File: src/rtl/global_parameters.sv
// Global constants shared by the encoder datapath.
//   DATA_W            : width of one parity word and of one outbuf memory word
//   M_MAX             : maximum parity rows carried per beat (power of 2, >= 2)
//   OUTBUF_MEM_ADDR_W : outbuf memory address width
package global_parameters;

  localparam int unsigned DATA_W            = 32;
  localparam int unsigned M_MAX             = 4;
  localparam int unsigned OUTBUF_MEM_ADDR_W = 10;

endpackage

File: src/rtl/ec_ctrl_pkg.sv
// Types and helpers for the encoder control blocks.
//   outbuf_state_t : output-buffer controller FSM states
//   OFF_W          : beat-offset field width of the outbuf address
//   clamp_m        : maps a raw MReg value onto the legal range 1..m_max
package ec_ctrl_pkg;

  import global_parameters::*;

  typedef enum logic [1:0] {
    IDLE  = 2'd0,
    WRITE = 2'd1,
    DONE  = 2'd2
  } outbuf_state_t;

  localparam int unsigned OFF_W = OUTBUF_MEM_ADDR_W - $clog2(M_MAX);

  function automatic int unsigned clamp_m(int unsigned m, int unsigned m_max);
    if (m == 0) begin
      return 1;
    end else if (m > m_max) begin
      return m_max;
    end
    return m;
  endfunction

endpackage

File: src/rtl/outbuf_fifo.sv
// Synchronous beat FIFO.
//   clk   : clock
//   flush : synchronous clear (empties the FIFO)
//   push  : write din (ignored while full)
//   pop   : drop head entry (ignored while empty)
//   din   : entry to write
//   dout  : head entry
//   full  : Depth entries held (registered count, no push->full comb path)
//   empty : no entries held
module outbuf_fifo #(
  parameter int unsigned Width = 128,
  parameter int unsigned Depth = 2
) (
  input  logic             clk,
  input  logic             flush,
  input  logic             push,
  input  logic             pop,
  input  logic [Width-1:0] din,
  output logic [Width-1:0] dout,
  output logic             full,
  output logic             empty
);

  localparam int unsigned PtrW = $clog2(Depth);

  logic [Width-1:0] mem_q [Depth];
  logic [PtrW-1:0]  wr_ptr_q, rd_ptr_q;
  logic [PtrW:0]    cnt_q;
  logic             do_push, do_pop;

  assign full    = (cnt_q == (PtrW + 1)'(Depth));
  assign empty   = (cnt_q == '0);
  assign do_push = push && !full;
  assign do_pop  = pop && !empty;
  assign dout    = mem_q[rd_ptr_q];

  always_ff @(posedge clk) begin
    if (flush) begin
      wr_ptr_q <= '0;
      rd_ptr_q <= '0;
      cnt_q    <= '0;
    end else begin
      if (do_push) wr_ptr_q <= wr_ptr_q + 1'b1;
      if (do_pop)  rd_ptr_q <= rd_ptr_q + 1'b1;
      unique case ({do_push, do_pop})
        2'b10:   cnt_q <= cnt_q + 1'b1;
        2'b01:   cnt_q <= cnt_q - 1'b1;
        default: cnt_q <= cnt_q;
      endcase
    end
  end

  // Storage needs no reset: reads are only meaningful while non-empty.
  always_ff @(posedge clk) begin
    if (do_push) mem_q[wr_ptr_q] <= din;
  end

endmodule

File: src/rtl/outbuff_cntl.sv
// Output-buffer controller. Buffers parity beats from the encoding engine and
// serialises the active rows of each beat into one-word outbuf memory writes.
//   clk, rst                 : clock, sync active-high reset
//   eng_rst                  : sync soft clear from the engine FSM (same effect as rst)
//   cntrl_outbuff_wr_en      : engine permits beat acceptance
//   MReg, BlkLenReg          : rows per beat, beats per frame (0 = 2^OFF_W); latched per frame
//   eng_outbuf_data(_val)    : beat and its valid; outbuf_eng_data_rdy accepts it
//   outbuf_mem_wr_*          : memory write request/address/data, accepted on req && rdy
//   outbuf_cntl_busy/done/err: status, one-cycle frame-done pulse, sticky protocol error
module outbuff_cntl
  import ec_ctrl_pkg::*;
#(
  parameter int unsigned DATA_W            = global_parameters::DATA_W,
  parameter int unsigned M_MAX             = global_parameters::M_MAX,
  parameter int unsigned OUTBUF_MEM_ADDR_W = global_parameters::OUTBUF_MEM_ADDR_W,
  parameter int unsigned FIFO_DEPTH        = 2,
  localparam int unsigned RowW             = $clog2(M_MAX),
  localparam int unsigned OffW             = OUTBUF_MEM_ADDR_W - RowW
) (
  input  logic                         clk,
  input  logic                         rst,
  input  logic                         eng_rst,
  input  logic                         cntrl_outbuff_wr_en,
  input  logic [RowW:0]                MReg,
  input  logic [OffW-1:0]              BlkLenReg,
  input  logic [M_MAX*DATA_W-1:0]      eng_outbuf_data,
  input  logic                         eng_outbuf_data_val,
  output logic                         outbuf_eng_data_rdy,
  output logic                         outbuf_mem_wr_req,
  output logic [OUTBUF_MEM_ADDR_W-1:0] outbuf_mem_wr_addr,
  output logic [DATA_W-1:0]            outbuf_mem_wr_data,
  input  logic                         outbuf_mem_wr_rdy,
  output logic                         outbuf_cntl_busy,
  output logic                         outbuf_cntl_done,
  output logic                         outbuf_cntl_err
);

  outbuf_state_t         state_q, state_d;
  logic [RowW-1:0]       row_q, row_d;
  logic [OffW-1:0]       off_q, off_d;
  logic [RowW-1:0]       m_last_q;   // m_eff - 1
  logic [OffW-1:0]       blk_q;
  logic                  err_q;

  logic                  fifo_full, fifo_empty;
  logic [M_MAX*DATA_W-1:0] head;
  logic                  push, pop, wr_fire, last_row, last_beat, latch_cfg;
  logic [OffW-1:0]       blk_last;

  assign outbuf_eng_data_rdy = cntrl_outbuff_wr_en && !fifo_full && (state_q != DONE);
  assign push      = eng_outbuf_data_val && outbuf_eng_data_rdy;
  assign outbuf_mem_wr_req = (state_q == WRITE) && !fifo_empty;
  assign wr_fire   = outbuf_mem_wr_req && outbuf_mem_wr_rdy;
  assign last_row  = (row_q == m_last_q);
  assign pop       = wr_fire && last_row;
  // BlkLenReg = 0 wraps to all-ones here, i.e. a full 2^OffW region.
  assign blk_last  = blk_q - OffW'(1);
  assign last_beat = (off_q == blk_last);
  assign latch_cfg = (state_q == IDLE) && push;

  assign outbuf_mem_wr_addr = {row_q, off_q};
  assign outbuf_mem_wr_data = outbuf_mem_wr_req ? head[row_q*DATA_W +: DATA_W] : '0;
  assign outbuf_cntl_busy   = !fifo_empty || (state_q != IDLE);
  assign outbuf_cntl_done   = (state_q == DONE);
  assign outbuf_cntl_err    = err_q;

  outbuf_fifo #(
    .Width (M_MAX*DATA_W),
    .Depth (FIFO_DEPTH)
  ) u_fifo (
    .clk   (clk),
    .flush (rst || eng_rst),
    .push  (push),
    .pop   (pop),
    .din   (eng_outbuf_data),
    .dout  (head),
    .full  (fifo_full),
    .empty (fifo_empty)
  );

  always_comb begin
    state_d = state_q;
    row_d   = row_q;
    off_d   = off_q;
    unique case (state_q)
      IDLE: begin
        // Leaving on the push itself gives the first write one cycle after acceptance.
        if (push || !fifo_empty) state_d = WRITE;
      end
      WRITE: begin
        if (wr_fire) begin
          if (last_row) begin
            row_d = '0;
            if (last_beat) begin
              off_d   = '0;
              state_d = DONE;
            end else begin
              off_d = off_q + 1'b1;
            end
          end else begin
            row_d = row_q + 1'b1;
          end
        end
      end
      DONE:    state_d = IDLE;
      default: state_d = IDLE;
    endcase
  end

  always_ff @(posedge clk) begin
    if (rst || eng_rst) begin
      state_q  <= IDLE;
      row_q    <= '0;
      off_q    <= '0;
      m_last_q <= '0;
      blk_q    <= '0;
      err_q    <= 1'b0;
    end else begin
      state_q <= state_d;
      row_q   <= row_d;
      off_q   <= off_d;
      if (latch_cfg) begin
        m_last_q <= RowW'(clamp_m(int'(MReg), M_MAX) - 1);
        blk_q    <= BlkLenReg;
      end
      if (eng_outbuf_data_val && !cntrl_outbuff_wr_en) err_q <= 1'b1;
    end
  end

endmodule

File: config.mk
export PLATFORM = sky130hd
export DESIGN_NAME = outbuff_cntl
export DESIGN_NICKNAME = d
export VERILOG_FILES = /design/src/rtl/global_parameters.sv /design/src/rtl/ec_ctrl_pkg.sv /design/src/rtl/outbuf_fifo.sv /design/src/rtl/outbuff_cntl.sv
export SDC_FILE = /design/constraint.sdc
export NUM_CORES = 1
export LEC_CHECK = 0
export ABC_AREA = 1
export ABC_CLOCK_PERIOD_IN_PS = 25800
export CAP_MARGIN = 10
export CORE_MARGIN = 4
export CORE_UTILIZATION = 58
export CTS_CLUSTER_DIAMETER = 30
export DETAILED_ROUTE_END_ITERATION = 16
export GPL_TIMING_DRIVEN = 0
export PLACE_DENSITY = 0.92
export SYNTH_ARGS = -nofsm -noshare
export SYNTH_HDL_FRONTEND = slang
export SYNTH_HIERARCHICAL = 1
export SYNTH_SLANG_ARGS = --single-unit
File: constraint.sdc
create_clock -name clk -period 25.8 [get_ports clk]
set_input_delay 5.16 -clock clk [delete_from_list [all_inputs] [get_ports clk]]
set_output_delay 5.16 -clock clk [all_outputs]
set_load 0.03 [all_outputs]
## Yosys cells after proc, flatten, opt, wreduce, memory -nomap -nowiden

Memories as Yosys holds them, arrays and structs flattened. A register that Yosys moved wholly into a read port is not among the register bits.
Cells that the tools add are included.

| storage, ports and cells | value |
|---|---|
| RAM bits | 256 |
| bits of input ports | 145 |
| logic and storage cells | 77 |
| memories | 1 |
| flip-flop bits (word level) | 27 |
| output and inout bits | 47 |

| cells by class | value |
|---|---|
| add/sub/neg operators | 8 |
| shifts and indexed selects | 1 |
| reductions and logical operators | 24 |
| magnitude comparators | 1 |
| multiplexer cells | 21 |
| eq/ne operators | 12 |

Memories:

| memory | depth | width | rd ports | clocked after memory_dff | write ports | RTL line | RTL |
|---|---|---|---|---|---|---|---|
| u_fifo.mem_q | 2 | 128 | 1 | 1 | 1 | outbuf_fifo.sv:26 | `logic [Width-1:0] mem_q [Depth];` |

Operators with widths:

| cell | count |
|---|---|
| 128-bit by 8-bit variable part select with 32-bit output | 1 |
| 32-bit 2-to-1 mux | 1 |
| 2-bit 2-to-1 mux | 9 |
| 1-bit logical AND | 10 |
| 8-bit by 1-bit adder with 8-bit output (second input constant) | 1 |
| 8-bit == test | 1 |
| 1-bit 2-to-1 mux | 8 |
| 8-bit 2-to-1 mux | 1 |
| 2-bit != test (second input constant) | 4 |
| 2-bit case mux with 2 select lines | 2 |
| 8-bit by 1-bit subtractor with 8-bit output (second input constant) | 1 |
| 2-bit == test (second input constant) | 3 |
| 2-bit by 1-bit adder with 2-bit output (second input constant) | 2 |
| 2-bit by 1-bit == test with 1-bit output (second input constant) | 2 |
| 2-bit zero test | 2 |
| 4-bit AND reduction | 1 |
| 2-bit nonzero test | 2 |
| 2-bit by 1-bit subtractor with 2-bit output (second input constant) | 2 |
| 3-bit greater-than comparator (second input constant) | 1 |
| 1-bit zero test | 3 |
| 3-bit zero test | 1 |
| 1-bit logical OR | 3 |
| 3-bit AND reduction | 1 |
| 1-bit adder (second input constant) | 2 |
| other kinds (3) | 3 |

## Depth between registers and ports, before layout

| logic depth | value |
|---|---|
| depth in word-level cells | 12 |
| gate-level depth with buffers | 15 |
| mapped depth without buffers | 15 |

## Modules after synthesis

The synthesis kept the hierarchy.

Modules (own cells, without submodules):

| module | area each (µm²) | times used | seq. area each (µm²) | cells an instance |
|---|---|---|---|---|
| outbuf_fifo | 9551.7 | 1 | 7787.5 | 438 |
| outbuff_cntl | 2526.2 | 1 | 460.4 | 485 |

## Worst setup path after synthesis

OpenSTA, ideal clock, no wires.

| timing | value |
|---|---|
| path kind | input to register |
| start point | in cntrl_outbuff_wr_en |
| end point | mem u_fifo.mem_q[0][0] (enable) |
| setup slack | 13708 ps |
| required time | 25184 ps |
| path buffers | 0 |
| stages | 8 |
| setup time | 616 ps |
| arrival | 11475 ps |
| cell sequence | inv_1 -> nor3_2 -> nand2_1 -> inv_2 -> inv_1 -> nor2_1 -> inv_1 -> nor2_1 |

| on the way | value |
|---|---|
| longest elaborated chain between the ends | 6 |

Ends and longest elaborated chain:

| item | RTL line | RTL |
|---|---|---|
| from (decl) | outbuff_cntl.sv:23 | `input logic cntrl_outbuff_wr_en,` |
| 1-bit logical AND (2 in a row) | outbuff_cntl.sv:50 | `assign outbuf_eng_data_rdy = cntrl_outbuff_wr_en && !fifo_full && (state_q != DONE);` |
| via outbuf_eng_data_rdy | outbuff_cntl.sv:28 | `output logic outbuf_eng_data_rdy,` |
| 1-bit logical AND | outbuff_cntl.sv:51 | `assign push = eng_outbuf_data_val && outbuf_eng_data_rdy;` |
| via push | outbuff_cntl.sv:47 | `logic push, pop, wr_fire, last_row, last_beat, latch_cfg;` |
| 1-bit logical AND | outbuf_fifo.sv:33 | `assign do_push = push && !full;` |
| 1-bit 2-to-1 mux | outbuf_fifo.sv:55 | `if (do_push) mem_q[wr_ptr_q] <= din;` |
| 1-bit 2-to-1 mux (implied by the code) | outbuf_fifo.sv:55 |  |
| to (decl) | outbuf_fifo.sv:26 |  |

The timed path passes the listed nets, and every way through them passes these cells.

## Worst setup path in the final report

| timing | value |
|---|---|
| start point | in cntrl_outbuff_wr_en |
| end point | out outbuf_eng_data_rdy |

| on the way | value |
|---|---|
| longest elaborated chain between the ends | 2 |

Ends and longest elaborated chain:

| item | RTL line |
|---|---|
| 1-bit logical AND (2 in a row) | outbuff_cntl.sv:50 |
| to (decl) | outbuff_cntl.sv:28 |

No other way between the ends.

==> results by group <==
Clock tree
  • Post-CTS Hold Fix Bufs: 0
  • Clk buf depth: 3
  • CTS buffer count: 49
  • Setup bufs post-CTS: 0
  • Clk root buf: clkbuf_16
  • Number of gates resized after cts: 0
  • H-Tree Depth: 2
  • CTS tree: built
  • Skew-Pair Late Insertion Delay: 0.54 ns
  • Clock Pin Slew Worst Setup and Hold Paths: 0.05 ns
  • Sink Count: 284

Place
  • Final RePlAce weighted congestion: 0.846
  • Port Buf Inserts: 191
  • Cell area after placement: 14400 um2
  • Cell count after placement: 1389
  • Dpl hpwl: 20100 um

Power and ir drop
  • Int Pwr: 988 uW
  • Sw frac: 0.203
  • Seq pwr share: 0.419
  • Net Switching: 252 uW
  • Clock share of power: 0.533
  • Leak: 5.77 nW
  • Peak supply drop: 0.0702 mV
  • Logic pwr share: 0.048
  • Pwr/cell area: 76.8 nW/um2

Final layout
  • Layout area overhead: 33.8%
  • Antenna Cells: 0
  • Design Area, Final: 16200 um2
  • Share of cells above drive strength 1: 0.213
  • Non-filler cells, final: 1478
  • Final #Nets: 1319

STA
  • Layout Skew: 0.0198 ns
  • Setup_tns: 0 ns
  • Crit share post-route: 0.456
  • Worst-margin pin slew: 0.698 ns
  • Fin Hold WS: 0.487 ns
  • Unrepaired setup endpoints after global routing: false
  • Final setup violating endpoints: 0
  • Fmax: 85.0 MHz
  • Final min period: 11.76 ns
  • Slew Viols, Final: 0
  • Max-slew headroom: 0.534
  • Fin. Hold Viols: 0

Synth
  • Post-synth EDFFs: 256
  • Cell Area, Synth: 12100 um2
  • Sequential area share after synthesis: 0.683
  • Unique masters post-synth: 30
  • Ys Warns: 6
  • Most instantiated cells after synthesis: edfxtp_1, nor2_1, mux2_2
  • Top FF cell, synth: edfxtp_1
  • Synth top area cells: edfxtp_1, mux2_2, nor2_1, dfxtp_1, o21ai_0
  • Mapped Avg Cell Area: 13.1 um2
  • Synth top area share: 0.636
  • Synth Net Count: 1072
  • Largest area contributor in the netlist: edfxtp_1
  • Flops & latches, synth: 284
  • Synth async-reset ratio: 0
  • Synth Instances: 923
  • Count leader, synth: edfxtp_1

Route
  • Drt pass-1 iters: 5
  • Vias: 8315
  • WL/cell: 21.0 um
  • Via/cell ratio: 5.63
  • Metal2 WL: 15600 um
  • DRT Wirelength: 31100 um
  • Met1 WL: 11700 um
  • Initial detailed-routing violation count: 617
  • Post-DRT Antenna Nets: 0
  • Met3 wire length: 2690 um
  • Residual DRC: 0
  • Top Metal Used: met5

Worst setup path
  • Crit Reg-Reg Startpoint: state_q[0]
  • Reg2Reg Setup Slack: 23.14 ns
  • Crit end category: output pin
  • Reg2reg path depth: 11
  • Worst-path maximum fanout: 2
  • CP endpoint: outbuf_eng_data_rdy
  • CP Data Arrival Time: 6.60 ns
  • Type of origin of the critical path: primary input
  • R2r endpoint: u_fifo/mem_q[1][8]
  • CP required: 20.64 ns
  • Crit Path Class: primary input to output pin
  • Setup crit start: cntrl_outbuff_wr_en

Worst hold path
  • Min-delay worst type: register to register

Die
  • Die Y: 152 um
  • # IOs: 192
  • Core area: 20400 um2
  • DIE WIDTH: 152 um
  • Starting Density: 0.593
  • Die area: 23200 um2
  • # rows: 52

Global route
  • Initial antenna violation count: 7
  • Gr ovfl total: 0
  • Total GRT Usage: 0.260
  • Largest net degree at the start of global routing: 68
  • Global-route wire length before repair: 47100 um
  • Vias in the first global route: 8720

Outcome
  • Status: complete, no violations

Job
  • Max-cap violations: 0
stage by stage:
stage               setup WS (ns)  utilization  total power, mW
floorplan                   13.71            -            0.553
detailed placement          14.08        0.709            0.586
global route                14.02        0.793             1.28
CTS                         14.04        0.793             1.25
finish                      14.04        0.793             1.24
global placement            10.78        0.704            0.584
area by class of cell:
| type | instances | area, um2 |
|---|---|---|
| sequential | 284 | 8250 |
| fill | 1111 | 4210 |
| multi-input combinational | 550 | 3360 |
| timing repair buffer | 196 | 2020 |
| clock buffer | 52 | 1280 |
| clock inverter | 37 | 427 |
| tap | 270 | 338 |
| buffer | 41 | 292 |
| inverter | 48 | 186 |
layer usage:
layer,up-vias,GRT usage
met4,14,0.0916
met1,3992,0.317
met2,433,0.444
met3,85,0.0778
li1,3791,-
met5,-,0
critical path, stage by stage:
cell	delay [ns]
clkdlybuf4s50_1	0.45
inv_1	0.06
nor3_2	0.21
clkdlybuf4s50_1	0.72
logic make-up (layout without fill, tap and decap cells):
kind of cell / count (synthesis) / count (layout) / synth area share
mux: 129 / 129 / 0.120
compound gates: 124 / 124 / 0.0514
xor+xnor: 6 / 6 / 0.00435
simple gates: 287 / 287 / 0.0978
flops: 284 / 284 / 0.683
buf+inv: 89 / 374 / 0.0392
fa+ha+maj: 4 / 4 / 0.00414
cells in the final DEF, fill, tap and decap left out, types with 28 or more instances in the layout:
cell	synthesis	routed
a21oi_1	45	45
clkbuf_16	0	51
clkdlybuf4s50_1	0	191
dfxtp_1	28	28
edfxtp_1	256	256
inv_1	42	41
mux2_2	129	129
nand2_1	71	71
nor2_1	179	178
o21ai_0	79	79
worst min path at each step:
stage	cells after the start	end	start
2_1_floorplan	2	m_last_q[1]	m_last_q[1]
3_3_place_gp	2	outbuf_cntl_err	outbuf_cntl_err
3_5_place_dp	2	outbuf_cntl_err	outbuf_cntl_err
4_1_cts	2	outbuf_cntl_err	outbuf_cntl_err
5_1_grt	2	outbuf_cntl_err	outbuf_cntl_err
6_report	2	outbuf_cntl_err	outbuf_cntl_err
power groups by stage:
stage / Clock (mW) / Combinational (mW) / Sequential (mW)
finish: 0.661 / 0.0600 / 0.519
global route: 0.691 / 0.0647 / 0.520
global placement: 0 / 0.0542 / 0.530
CTS: 0.668 / 0.0600 / 0.519
floorplan: 0 / 0.0237 / 0.529
detailed placement: 0 / 0.0586 / 0.528
sequential cells by signal, summed over array words and instances (netlist names), named ones only:
register and cells:
blk_q 8, state_q 2, row_q 2, u_fifo/wr_ptr_q 1, u_fifo/mem_q 256, m_last_q 2, off_q 8, u_fifo/cnt_q 2
u_fifo/rd_ptr_q 1, outbuf_cntl_err 1
No activity file was read; power rests on OpenSTA's default activity.
